==> src/rtl/shared_reg_arbiter_if.sv <==
// Bus between the load requesters and the shared-register arbiter.
//   master : requester side  (drives Req, Req_Data, Clr_Req)
//   slave  : arbiter side    (drives register strobes, grants and acks)
// Req_Data is flattened; requester i owns bits [i*W +: W].
interface shared_reg_arbiter_if #(
  parameter int N = 4,
  parameter int W = 16
);
  logic [N-1:0]   Req;
  logic [N*W-1:0] Req_Data;
  logic           Clr_Req;
  logic [W-1:0]   Reg_Data;
  logic           Reg_Ld;
  logic           Reg_Init;
  logic [N-1:0]   Gnt;
  logic [N-1:0]   Ack;
  logic           Clr_Ack;
  logic           Busy;

  modport master (
    output Req, Req_Data, Clr_Req,
    input  Reg_Data, Reg_Ld, Reg_Init, Gnt, Ack, Clr_Ack, Busy
  );

  modport slave (
    input  Req, Req_Data, Clr_Req,
    output Reg_Data, Reg_Ld, Reg_Init, Gnt, Ack, Clr_Ack, Busy
  );
endinterface

==> src/rtl/shared_reg_arbiter.sv <==
// Round-robin arbiter / load sequencer for one shared Ld/Init data register.
// Each transaction is IDLE -> LOAD|CLEAR -> DONE -> IDLE (3 cycles).
// Ports:
//   Clk  : system clock, rising edge
//   Rst  : asynchronous active-low reset
//   bus  : slave side of shared_reg_arbiter_if
//          in : Req[N], Req_Data[N*W], Clr_Req
//          out: Reg_Data[W] (registered), Reg_Ld, Reg_Init, Gnt[N], Ack[N],
//               Clr_Ack, Busy
module shared_reg_arbiter #(
  parameter int N = 4,
  parameter int W = 16
) (
  input  logic                  Clk,
  input  logic                  Rst,
  shared_reg_arbiter_if.slave   bus
);
  localparam int IW = $clog2(N);

  typedef enum logic [1:0] {IDLE, LOAD, CLEAR, DONE} state_t;

  state_t         state, state_nxt;
  logic [IW-1:0]  last;      // most recent winner; search starts at last+1
  logic [IW-1:0]  win_idx;
  logic [IW-1:0]  cand;
  logic           win_vld;
  logic [N-1:0]   gnt;
  logic [W-1:0]   data_q;
  logic           clr_q;     // current transaction is a clear

  // unflatten request data so the winner's slice is a plain array select
  logic [W-1:0] slice [N];
  for (genvar g = 0; g < N; g++) begin : g_slice
    assign slice[g] = bus.Req_Data[g*W +: W];
  end

  // first set Req scanning last+1, last+2, ... (mod N)
  always_comb begin
    win_vld = 1'b0;
    win_idx = '0;
    cand    = '0;
    for (int k = 1; k <= N; k++) begin
      cand = IW'((int'(last) + k) % N);
      if (!win_vld && bus.Req[cand]) begin
        win_vld = 1'b1;
        win_idx = cand;
      end
    end
  end

  always_comb begin
    state_nxt = state;
    unique case (state)
      IDLE:  if (bus.Clr_Req)  state_nxt = CLEAR;
             else if (win_vld) state_nxt = LOAD;
      LOAD:  state_nxt = DONE;
      CLEAR: state_nxt = DONE;
      DONE:  state_nxt = IDLE;
      default: state_nxt = IDLE;
    endcase
  end

  always_ff @(posedge Clk or negedge Rst) begin
    if (!Rst) begin
      state  <= IDLE;
      last   <= IW'(N-1);
      gnt    <= '0;
      data_q <= '0;
      clr_q  <= 1'b0;
    end else begin
      state <= state_nxt;
      unique case (state)
        IDLE: begin
          // clear wins outright; pointer and data untouched by a clear
          if (bus.Clr_Req) begin
            clr_q <= 1'b1;
          end else if (win_vld) begin
            clr_q  <= 1'b0;
            last   <= win_idx;
            data_q <= slice[win_idx];
            gnt    <= N'(1) << win_idx;
          end
        end
        DONE:    gnt <= '0;
        default: ;
      endcase
    end
  end

  assign bus.Reg_Data = data_q;
  assign bus.Reg_Ld   = (state == LOAD);
  assign bus.Reg_Init = (state == CLEAR);
  assign bus.Gnt      = gnt;
  assign bus.Ack      = (state == DONE && !clr_q) ? gnt : '0;
  assign bus.Clr_Ack  = (state == DONE) && clr_q;
  assign bus.Busy     = (state != IDLE);
endmodule
==> src/flat_wrapper.sv <==
// flat-port wrapper written by rule: the top's interface ports become plain ports
module shared_reg_arbiter_flat 
#(
  parameter int N = 4,
  parameter int W = 16
)
  (Clk, Rst, bus_Req, bus_Req_Data, bus_Clr_Req, bus_Reg_Data, bus_Reg_Ld, bus_Reg_Init, bus_Gnt, bus_Ack, bus_Clr_Ack, bus_Busy);
  shared_reg_arbiter_if #(.N(N), .W(W)) bus_i ();
  input  logic Clk;
  input  logic Rst;
  input wire logic [$bits(bus_i.Req)-1:0] bus_Req;
  input wire logic [$bits(bus_i.Req_Data)-1:0] bus_Req_Data;
  input wire logic [$bits(bus_i.Clr_Req)-1:0] bus_Clr_Req;
  output wire logic [$bits(bus_i.Reg_Data)-1:0] bus_Reg_Data;
  output wire logic [$bits(bus_i.Reg_Ld)-1:0] bus_Reg_Ld;
  output wire logic [$bits(bus_i.Reg_Init)-1:0] bus_Reg_Init;
  output wire logic [$bits(bus_i.Gnt)-1:0] bus_Gnt;
  output wire logic [$bits(bus_i.Ack)-1:0] bus_Ack;
  output wire logic [$bits(bus_i.Clr_Ack)-1:0] bus_Clr_Ack;
  output wire logic [$bits(bus_i.Busy)-1:0] bus_Busy;
  assign bus_i.Req = bus_Req;
  assign bus_i.Req_Data = bus_Req_Data;
  assign bus_i.Clr_Req = bus_Clr_Req;
  assign bus_Reg_Data = bus_i.Reg_Data;
  assign bus_Reg_Ld = bus_i.Reg_Ld;
  assign bus_Reg_Init = bus_i.Reg_Init;
  assign bus_Gnt = bus_i.Gnt;
  assign bus_Ack = bus_i.Ack;
  assign bus_Clr_Ack = bus_i.Clr_Ack;
  assign bus_Busy = bus_i.Busy;
  shared_reg_arbiter #(.N(N), .W(W)) u_core (.Clk(Clk), .Rst(Rst), .bus(bus_i));
endmodule
==> config.mk <==
export PLATFORM = sky130hd
export DESIGN_NAME = shared_reg_arbiter_flat
export DESIGN_NICKNAME = d
export VERILOG_FILES = /design/src/rtl/shared_reg_arbiter_if.sv /design/src/rtl/shared_reg_arbiter.sv /design/src/flat_wrapper.sv
export SDC_FILE = /design/constraint.sdc
export NUM_CORES = 1
export LEC_CHECK = 0
export ABC_AREA = 1
export BUFFER_PORTS_ARGS = -buffer_cell sky130_fd_sc_hd__clkbuf_2
export CELL_PAD_IN_SITES_DETAIL_PLACEMENT = 0
export CELL_PAD_IN_SITES_GLOBAL_PLACEMENT = 1
export CORE_MARGIN = 2
export CORE_UTILIZATION = 31
export DETAILED_ROUTE_END_ITERATION = 12
export GPL_ROUTABILITY_DRIVEN = 1
export MAX_ROUTING_LAYER = met4
export PLACE_DENSITY = 0.86
export SYNTH_ARGS = -nofsm -noshare
export SYNTH_HDL_FRONTEND = slang
export SYNTH_SLANG_ARGS = --single-unit
export TNS_END_PERCENT = 5
==> constraint.sdc <==
create_clock -name Clk -period 2.5 [get_ports Clk]
set_clock_uncertainty 0.15 [all_clocks]
set_input_delay 0.25 -clock Clk [delete_from_list [all_inputs] [get_ports Clk]]
set_output_delay 0.25 -clock Clk [all_outputs]
set_load 0.05 [all_outputs]
Word level (Yosys, flattened, before mapping) --
Cells that the tools add are included.
Storage, ports and cells: flip-flop bits (word level) 25, bits of input ports 71, output and inout port bits 28
Cells by class: $add $sub $neg 4, magnitude comparators 5, eq/ne operators 6, shift operators 1, muxes and demuxes 28, bitwise operators 2, reductions and logical operators 17
Operator list (number):
- 16-bit binary-select mux with 2-bit select | 1
- 16-bit 2-to-1 mux | 2
- 2-bit by 3-bit less-than comparator with 1-bit output, second input constant | 4
- 2-bit 2-to-1 mux | 6
- 4-bit 2-to-1 mux | 3
- 1-bit 2-to-1 mux | 10
- 1-bit binary-select mux with 2-bit select | 4
- 4-bit case mux with 2 select lines | 1
- 2-bit case mux with 3 select lines | 1
- 3-bit AND reduction | 2
- 2-bit nonzero test | 3
- 1-bit logical AND | 5
- 2-bit by 1-bit adder with 2-bit output, second input constant | 2
- 2-bit adder, second input constant | 2
- 2-bit equality test, second input constant | 2
- 1-bit logical NOT | 4
- 1-bit by 2-bit << shifter with 4-bit output, first input constant | 1
- 3-bit >= comparator, second input constant | 1
- 3-bit by 2-bit inequality test with 1-bit output, second input constant | 1
- 2-bit NOT with 3-bit output | 1
- 2-bit by 1-bit equality test with 1-bit output, second input constant | 1
- 2-bit logical NOT | 1
- 2-bit by 1-bit inequality test with 1-bit output, second input constant | 1
- 2-bit inequality test, second input constant | 1
- other kinds (3) | 3

Longest topological paths before layout --
word-level depth 17, gate-level depth with buffers 17

Worst setup path after synthesis --
OpenSTA, ideal clock, no wires.
path type register to register, start register u_core.last[0], end register u_core.data_q[11], in the netlist u_core.bus.Reg_Data[11], setup time 118 ps, data arrival time 1809 ps, required time 2232 ps, setup slack 424 ps, stages on the path, launching flop included 17, path buffers 3, clock period less this slack 2076 ps, cells stage by stage dfstp_2 -> buf_6 -> inv_6 -> nand2_1 -> nand2_1 -> nand2_2 -> nand2_4 -> nor2_8 -> nand2_1 -> nor2_1 -> nor2_2 -> buf_6 -> buf_4 -> nand2_1 -> nand2_1 -> nand2_1 -> nand2_1
On the way: longest elaborated chain between the ends 17, elaborated cells on any way between the ends 31
Ends and longest elaborated chain:
- start, declared | RTL line shared_reg_arbiter.sv:23 | logic [IW-1:0] last;
- start signal, assigned | RTL line shared_reg_arbiter.sv:66 | last <= IW'(N-1);
- start signal, assigned | RTL line shared_reg_arbiter.sv:79 | last <= win_idx;
- 2-bit by 1-bit adder with 2-bit output | RTL line shared_reg_arbiter.sv:43 | cand = IW'((int'(last) + k) % N);
- 1-bit binary-select mux with 2-bit select | RTL line shared_reg_arbiter.sv:44 | if (!win_vld && bus.Req[cand]) begin
- 1-bit 2-to-1 mux (implied by the code) | RTL line shared_reg_arbiter.sv:44
- 1-bit 2-to-1 mux | RTL line shared_reg_arbiter.sv:44
- 1-bit logical NOT | RTL line shared_reg_arbiter.sv:44
- 1-bit logical AND | RTL line shared_reg_arbiter.sv:44
- 1-bit 2-to-1 mux | RTL line shared_reg_arbiter.sv:44
- 1-bit logical NOT | RTL line shared_reg_arbiter.sv:44
- 1-bit logical AND | RTL line shared_reg_arbiter.sv:44
- 1-bit 2-to-1 mux | RTL line shared_reg_arbiter.sv:44
- 1-bit logical NOT | RTL line shared_reg_arbiter.sv:44
- 1-bit logical AND | RTL line shared_reg_arbiter.sv:44
- 2-bit 2-to-1 mux | RTL line shared_reg_arbiter.sv:44
- 2-bit NOT with 3-bit output (implied by the code) | RTL line shared_reg_arbiter.sv:80 | data_q <= slice[win_idx];
- 16-bit binary-select mux with 2-bit select | RTL line shared_reg_arbiter.sv:80
- 16-bit 2-to-1 mux (implied by the code) (2 in series) | RTL line shared_reg_arbiter.sv:80
- end signal, assigned | RTL line shared_reg_arbiter.sv:80
- end, declared | RTL line shared_reg_arbiter.sv:28 | logic [W-1:0] data_q;
Several ways; a longest one is shown, not always the timed one. The select of a mux whose other input is x is not followed. A chain may end at the register's enable or synchronous reset.

Final worst setup path --
start register u_core.last[0], end register u_core.data_q[9], in the netlist u_core.bus.Reg_Data[9]
The elaborated chain is that of the path after synthesis.

==> results.json <==
{
  "power.leakage_nw": 1.78,
  "clockPowerShare_pct": 4.9,
  "area.sequential_um2": 628,
  "n_fill_cell": 730,
  "min_path_cells": 3,
  "finish.utilization_pct": 44.1,
  "ir_worst_vdd_mv": 0.887,
  "final_cell_mix": "nand2_1, clkbuf_2, nand4_1",
  "nNetsFinal": 525,
  "max_freq_ghz": 0.423,
  "timing.rr.end": "u_core.bus.Reg_Data[9]$_DFFE_PN0P_",
  "ys_types": 27,
  "combinationalPowerShare_pct": 80.7,
  "finalPower_mw": 5.05,
  "crit_family": "simple AND/OR/NAND/NOR gates",
  "die_w_um": 86.6,
  "crit_chain": "inv_6, nand2_1, nand2_1, nand2_2, nand2_4, nor2_8, nand4_4, buf_6, clkbuf_16, nand4_1, nand2_1, nand2_1, nand2_1, nand2_1, nand2_1",
  "grt_max_degree": 36,
  "grt_pass1_wl_um": 10500,
  "crit_required_ns": 2.52,
  "dp.cells": 505,
  "start_util_pct": 31.6,
  "p_int_mw": 2.02,
  "numCtsBuffers": 3,
  "synth-seq-cells": 25,
  "synth-seq-area-share_pct": 29.7,
  "drive_gt1_share_pct": 32.4,
  "ios": 99,
  "cp.arrival_ns": 2.38,
  "io_buffers": 98,
  "slowest_stage": "dfstp_2",
  "r2r_setup_slack_ns": 0.14,
  "worst-path-buf-inv": 3,
  "status": "finished, final reports clean",
  "reg2reg_depth": 15,
  "power.density_nw_per_um2": 1710,
  "max_slew.worst_pin.slew_ns": 0.682,
  "drt-pass1-iter-count": 4,
  "clock-sinks": 25,
  "drc": 0,
  "antenna_found_initial": 0,
  "syn-num-nets": 416,
  "core_area_um2": 6680,
  "hold_path.startpoint": "bus_Clr_Req",
  "grt_usage_pct": 17.6,
  "maxSlewViolCount": 0,
  "fp.dieArea_um2": 7490,
  "drtIter0Drc": 207,
  "multi_input_area_um2": 1340,
  "via_per_inst": 4.90,
  "syn-cell-area_um2": 2110,
  "ys.flop_type": "dfrtp_1",
  "timing.rr.start": "u_core.last[0]$_DFFE_PN1P_",
  "ys_top_cells_by_area": "nand2_1, dfrtp_1, nand4_1",
  "htree_levels": 1,
  "area_growth_pct": 39.4,
  "yosys.area.top_type": "nand2_1",
  "cp-start-kind": "register",
  "insertion_delay_ns": 0.27,
  "worstSetupPathType": "register to register",
  "wl_um": 7260,
  "yosys.area.top_type_share_pct": 34.1,
  "hpwl_um": 4950,
  "yosysWarnings": 0,
  "fin_setup_tns_ns": 0,
  "critPathMostFrequentCell": "nand2_1",
  "rows": 30,
  "clock_path_buffers": 2,
  "hold_class": "primary input to register",
  "place_ws_ns": 0.0914,
  "crit_fanout": 12,
  "fin_hold_ws_ns": 0.149,
  "cts_root_buf": "clkbuf_8",
  "overflow": 0,
  "cpPeakStageDelay_ns": 0.65,
  "synth_edf_count": 0,
  "hold_violations": 0,
  "syn_area_per_cell_um2": 6.22,
  "layout.cells.most_common": "nand2_1",
  "swShare_pct": 59.9,
  "setup_viol": 0,
  "period_share_pct": 94.5,
  "crit_path_end_kind": "register",
  "die_h_um": 86.6,
  "fin_ws_ns": 0.137,
  "hold-path-endpoint": "u_core.clr_q$_DFFE_PN0P_",
  "clk_pin_slew_worst_paths_ns": 0.09,
  "cap_violations": 0,
  "switchingPower_mw": 3.03,
  "gp_congestion": 0.837,
  "place_area_um2": 2640,
  "via_count": 2586,
  "routedWlPerCell_um": 13.8,
  "fin_cells": 528,
  "period_needed_ns": 2.36,
  "final_area_um2": 2950,
  "tritoncts": "done",
  "synth-async-reset-ratio_pct": 100,
  "netlist_instances": 340,
  "slew_headroom_pct": 54.5,
  "pwr-share-seq_pct": 14.4,
  "ant_nets": 0,
  "grt_pass1_vias": 2300,
  "diodes": 0
}
-- worst reg2reg max path: stages, from the launching register on --
cell and delay [ns]:
dfstp_2 0.65, inv_6 0.07, nand2_1 0.07, nand2_1 0.09, nand2_2 0.11, nand2_4 0.08, nor2_8 0.17, nand4_4 0.17
buf_6 0.18, clkbuf_16 0.16, nand4_1 0.09, nand2_1 0.06, nand2_1 0.06, nand2_1 0.05, nand2_1 0.05, nand2_1 0.04
-- registers in the layout, summed over array words and instances (netlist names) --
register / count
u_core.bus.Gnt: 4
u_core.state: 2
u_core.last: 2
u_core.clr_q: 1
u_core.bus.Reg_Data: 16
-- worst max path at each step --
stage                                          start                                   to  slack [ns]  depth (start not counted)
after detailed placement  u_core.last[0]$_DFFE_PN1P_   u_core.bus.Reg_Data[2]$_DFFE_PN0P_        0.09                         14
after floorplan           u_core.last[0]$_DFFE_PN1P_  u_core.bus.Reg_Data[11]$_DFFE_PN0P_        0.42                         16
after global routing      u_core.last[0]$_DFFE_PN1P_   u_core.bus.Reg_Data[4]$_DFFE_PN0P_       -0.02                         15
final                     u_core.last[0]$_DFFE_PN1P_   u_core.bus.Reg_Data[9]$_DFFE_PN0P_        0.14                         15
after CTS                 u_core.last[0]$_DFFE_PN1P_  u_core.bus.Reg_Data[10]$_DFFE_PN0P_        0.07                         14
after global placement    u_core.last[0]$_DFFE_PN1P_  u_core.bus.Reg_Data[13]$_DFFE_PN0P_        0.17                         14
-- synthesized netlist by cell type (4+ instances only) --
cell,number
nand3_1,10
nand4_1,34
nand2_1,192
clkbuf_1,4
nor2_1,6
o21ai_0,10
buf_2,6
dfrtp_1,23
buf_4,5
ha_1,5
nand2_2,6
inv_1,19
-- power groups by stage --
stage	Clock (mW)	Combinational, mW	Sequential, mW
4_1_cts	0.253	3.58	0.732
2_1_floorplan	0	2.57	1.13
3_5_place_dp	0	3.57	0.737
5_1_grt	0.263	4.54	0.751
3_3_place_gp	0	3.53	0.736
6_report	0.245	4.08	0.729
-- what timing repair did --
item,CTS,global route
hold buffers,1,0
hold endpoints to repair,23,0
resized for setup,0,14
setup buffers,0,13
endpoints found under the setup margin,0,21
-- cell families (layout without fill, tap and decap cells) --
kind of cell,after synthesis,count (layout),synth area share [%]
adder cells (fa/ha/maj),5,5,2.96
AND/OR/NAND/NOR,256,259,54.6
AO/OA/AOI/OAI,13,13,3.26
buffers and inverters,41,146,9.47
flip-flops,25,25,29.7
-- per-layer routing --
metal  vias up  share of wire, %  global-route usage [%]
li1       1313                 -                       -
met1      1164                45                    22.9
met2       101                47                    29.7
met3         8               6.9                    2.57
met4         0               1.1                    2.56
met5         -                 0                       -
-- area by class of cell --
cell class	count	share of cell area [%]
inverters	22	3.10
flip-flops and latches	25	21.3
clock buffers	4	1.53
multi-input cells	277	45.5
well taps	80	3.40
repair buffers	120	25.2
Power figures use the tool's default switching activity.
